$ cat src/rtl/alu_dot_seq.sv
// Sequencer for the 5-operand ALU (result = a*b + c*d + e).
// Each operand beat is one ALU pass, and the running accumulator is fed back as operand e.
module alu_dot_seq #(
  parameter int BUS_WIDTH = 8,
  parameter int LEN_WIDTH = 4
) (
  input  logic                          clk_i,
  input  logic                          rst_i,
  input  logic                          cmd_valid_i,
  output logic                          cmd_ready_o,
  input  logic                          cmd_mode_i,
  input  logic [LEN_WIDTH-1:0]          cmd_len_i,
  input  logic [BUS_WIDTH-1:0]          cmd_seed_i,
  input  logic                          in_valid_i,
  output logic                          in_ready_o,
  input  logic [3:0][BUS_WIDTH-1:0]     in_ops_i,
  output logic                          res_valid_o,
  input  logic                          res_ready_i,
  output logic [BUS_WIDTH-1:0]          res_data_o,
  output logic [4:0][BUS_WIDTH-1:0]     alu_ops_o,
  output logic [4:0]                    alu_reg_en_o,
  output logic                          alu_f_add_o,
  input  logic [BUS_WIDTH-1:0]          alu_result_i
);

  typedef enum logic [1:0] {
    IDLE,
    LOAD,
    EXEC,
    DONE
  } state_e;

  localparam logic [BUS_WIDTH-1:0] ONE      = BUS_WIDTH'(1);
  localparam logic [LEN_WIDTH-1:0] LAST_CNT = LEN_WIDTH'(1);

  state_e               state_q, state_d;
  logic [BUS_WIDTH-1:0] acc_q,   acc_d;
  logic [LEN_WIDTH-1:0] count_q, count_d;
  logic                 mode_q,  mode_d;

  always_ff @(posedge clk_i or posedge rst_i) begin
    if (rst_i) begin
      state_q <= IDLE;
      acc_q   <= '0;
      count_q <= '0;
      mode_q  <= 1'b0;
    end else begin
      state_q <= state_d;
      acc_q   <= acc_d;
      count_q <= count_d;
      mode_q  <= mode_d;
    end
  end

  // The ALU registers capture on the LOAD handshake edge, so its result is ready to fold into acc during EXEC.
  always_comb begin
    state_d      = state_q;
    acc_d        = acc_q;
    count_d      = count_q;
    mode_d       = mode_q;
    cmd_ready_o  = 1'b0;
    in_ready_o   = 1'b0;
    res_valid_o  = 1'b0;
    res_data_o   = '0;
    alu_reg_en_o = '0;

    case (state_q)
      IDLE: begin
        cmd_ready_o = 1'b1;
        if (cmd_valid_i) begin
          mode_d  = cmd_mode_i;
          count_d = cmd_len_i;
          acc_d   = cmd_seed_i;
          state_d = (cmd_len_i != '0) ? LOAD : DONE;
        end
      end
      LOAD: begin
        in_ready_o = 1'b1;
        if (in_valid_i) begin
          alu_reg_en_o = '1;
          state_d      = EXEC;
        end
      end
      EXEC: begin
        acc_d   = alu_result_i;
        count_d = count_q - LAST_CNT;
        state_d = (count_q == LAST_CNT) ? DONE : LOAD;
      end
      DONE: begin
        res_valid_o = 1'b1;
        res_data_o  = acc_q;
        if (res_ready_i) begin
          state_d = IDLE;
        end
      end
      default: begin
        state_d = IDLE;
      end
    endcase
  end

  // In SUM mode, the multiplier operands b and d are forced to 1, so the ALU computes a + c + acc.
  always_comb begin
    alu_ops_o[0] = in_ops_i[0];
    alu_ops_o[1] = mode_q ? ONE : in_ops_i[1];
    alu_ops_o[2] = in_ops_i[2];
    alu_ops_o[3] = mode_q ? ONE : in_ops_i[3];
    alu_ops_o[4] = acc_q;
  end

  assign alu_f_add_o = 1'b0;

endmodule

$ cat config.mk
export PLATFORM = sky130hd
export DESIGN_NAME = alu_dot_seq
export DESIGN_NICKNAME = d
export VERILOG_FILES = /design/src/rtl/alu_dot_seq.sv
export SDC_FILE = /design/constraint.sdc
export NUM_CORES = 1
export LEC_CHECK = 0
export CORE_ASPECT_RATIO = 1.1
export CORE_MARGIN = 5
export CORE_UTILIZATION = 30
export DETAILED_ROUTE_END_ITERATION = 6
export GPL_TIMING_DRIVEN = 0
export PLACE_DENSITY = 0.81
export SLEW_MARGIN = 10
export SYNTH_ARGS = -nofsm -noshare
export SYNTH_HDL_FRONTEND = slang
export SYNTH_SLANG_ARGS = --single-unit
$ cat constraint.sdc
create_clock -name clk_i -period 1.7 [get_ports clk_i]
set_input_delay 0.255 -clock clk_i [delete_from_list [all_inputs] [get_ports clk_i]]
set_output_delay 0.255 -clock clk_i [all_outputs]
set_load 0.1 [all_outputs]
==> results.md <==
* Seq/Total Area, Yosys at 31.3%
* Critical-path cell list: buf_4 -> nor2b_1 -> buf_2
* Most common cell after layout, fill and taps aside: clkdlybuf4s50_1
* DR pass1 iterations at 4
* All-Layer GR Usage at 16.1%
* Vias per std cell at 4.56
* Largest area contributor in the netlist: dfrtp_1
* Final wirelength at 4220 µm
* Clock tree from TritonCTS: done
* Core area at 0.00390 mm²
* Syn Std Cell Area at 0.00120 mm²
* Outcome: complete, no violations
* Fin Clk Skew at 0.00301 ns
* DP Wirelength at 3380 µm
* # rows at 24
* Fin crit period at 1.66 ns
* Cts hold-fix bufs at 0
* Final worst path period share at 97.6%
* Final setup margin at 0.0410 ns
* Fillcell total at 347
* Clock latency on the worst-skew pair at 0.25 ns
* Setup-failing EPs final at 0
* P&R area growth vs syn at 109%
* Syn_area_per_cell at 8.21 µm²
* Fmax achieved at 603 MHz
* Post-synthesis cell count at 146
* Antenna viol nets, final at 0
* RSZ-0062 raised after global routing: yes
* Maximum buffer depth of the clock tree at 2
* Die area at 0.00536 mm²
* Num CTS Buffers at 3
* First-pass GRT wire length at 7140 µm
* Top FF cell, synth: dfrtp_1
* Gp weighted congestion at 0.763
* # nets final at 314
* Worst min path class: in2async
* Layout cells sized above 1 at 46.2%
* WP data required at 1.44 ns
* CTS root buf: clkbuf_8
* Total grt overflow at 0
* Slew Limit Fails at 0
* Worst slew margin at 36.2%
* Fin util at 64.3%
* CTS H-tree lvls at 1
* # IOs at 115
* Vias in the first global route at 1491
* Final cell count without fillers at 305
* Crit start category: register
* Die H at 76.3 µm
* Pin count of the biggest net entering global routing at 16
* Drt wl/cell at 13.8 µm
* Setup crit end kind: primary output
* Most frequent cells in the layout: 41 x clkdlybuf4s50_1, 30 x buf_4, 16 x dlygate4sd2_1, 15 x a21oi_1, 13 x nand2_1
* Slowest CP cell: dfrtp_2
* Critical Path Max Stage Delay at 0.45 ns
* Clock transition at path regs at 0.06 ns
* CTS Sinks at 15
* N_diodes at 0
* IO buf count at 97
* Drt drc at 0
* Syn Nets at 206
* EDFF count, synth at 0
* Synth area leaders: dfrtp_1 31%, buf_4 15%, nor2b_1 8.4%
* Synthesis warning total at 0
* Worst EP arrival at 1.40 ns
* Yosys top cell area share at 31.3%
* Critical path peak fanout at 5
* Initial antenna violation count at 0
* Starting DRC count in detailed routing at 51
* Yosys cell types at 32
* Die Wd at 70.3 µm
* Worst slew pin tran at 0.960 ns
* Starting Density at 30.7%
* Multi-input logic area at 677 µm²
* Async SR Flop Fraction at 100%
* Final hold vios at 0
* Yosys reg bits at 15
* Crit path kind: reg2out
* Max-cap violations at 0
* Pre-CTS WS at -1.19 ns
* Via count at 1392
* FF/Latch Area at 388 µm²
* Inst Count DP at 295
-- kinds of logic (layout without fill, tap and decap cells) --
family                   count (synthesis)  after routing  synth area share [%]
AND/OR/NAND/NOR                         59             59                  29.8
adder cells (fa/ha/maj)                  2              2                  2.09
AO/OA/AOI/OAI                           32             32                  15.6
other                                    1              1                 0.313
multiplexers                             1              1                  1.25
flip-flops                              15             15                  31.3
buffers and inverters                   36            143                  19.7
-- final timing paths --
kind	endpoint	slack, ns	cells after the start	from
max in group asynchronous	acc_q[7]	0.88	2	rst_i
worst max-delay path	alu_ops_o[9]	0.04	3	mode_q
worst max register to register	acc_q[7]	0.40	5	state_q[1]
worst min register to register	acc_q[4]	0.50	2	acc_q[4]
worst min-delay path	state_q[0]	0.38	2	rst_i
min in group clk_i	acc_q[4]	0.50	2	acc_q[4]
-- final cells by class --
type                            count  area share [%]
Tap cell                           52            2.59
Inverter                            5           0.748
Sequential cell                    15            15.5
Clock buffer                        4            1.79
Timing Repair Buffer              105            42.0
Multi-Input combinational cell     95            27.0
Buffer                             29            10.5
-- synthesized netlist by cell type (all sizes together) (3+ instances only) --
master and n:
dfrtp 15, nand2 13, buf 28, o21ai 9, inv 5, and3 8, nor2 3, and3b 8
nor2b 16, a21oi 15, clkbuf 3
-- sequential cells by signal, indices dropped and copies added, names as in the netlist --
register,cells
count_q,4
acc_q,8
state_q,2
mode_q,1
-- through the flow --
| step | instance area (µm²) | hold WS [ns] | TNS [ns] |
|---|---|---|---|
| final | 2510 | 0.383 | 0 |
| after global routing | 2510 | 0.444 | -0.0173 |
| after CTS | 2480 | 0.392 | -0.196 |
| after detailed placement | 2390 | 0.494 | -24.05 |
| after global placement | 2390 | 0.476 | -23.54 |
| after floorplan | 1350 | 0.156 | -3.45 |
-- critical path, delay by kind of cell (launching register included) --
kind | cells | cell delay, ns
DFF | 1 | 0.45
and+or+nand+nor | 1 | 0.10
buffers and inverters | 2 | 0.60
-- repair_timing --
action | in CTS | in global routing
setup endpoints to repair | 56 | 25
resized for setup | 241 | 21
buffers inserted | 8 | 0
-- metal layers --
layer  track usage, %  wire (µm)  up-vias  part of all wire [%]
met2             29.3       2260       62                    54
met5                0          0        -                     0
met3             5.41        314       14                   7.4
met4             6.90        138        0                   3.3
met1             16.5       1510      636                    36
li1                 -          -      680                     -
Power of run 1 is left out: the tool's default activity adds up to more than one toggle a clock period on the data nets, which glitch-free logic cannot reach.
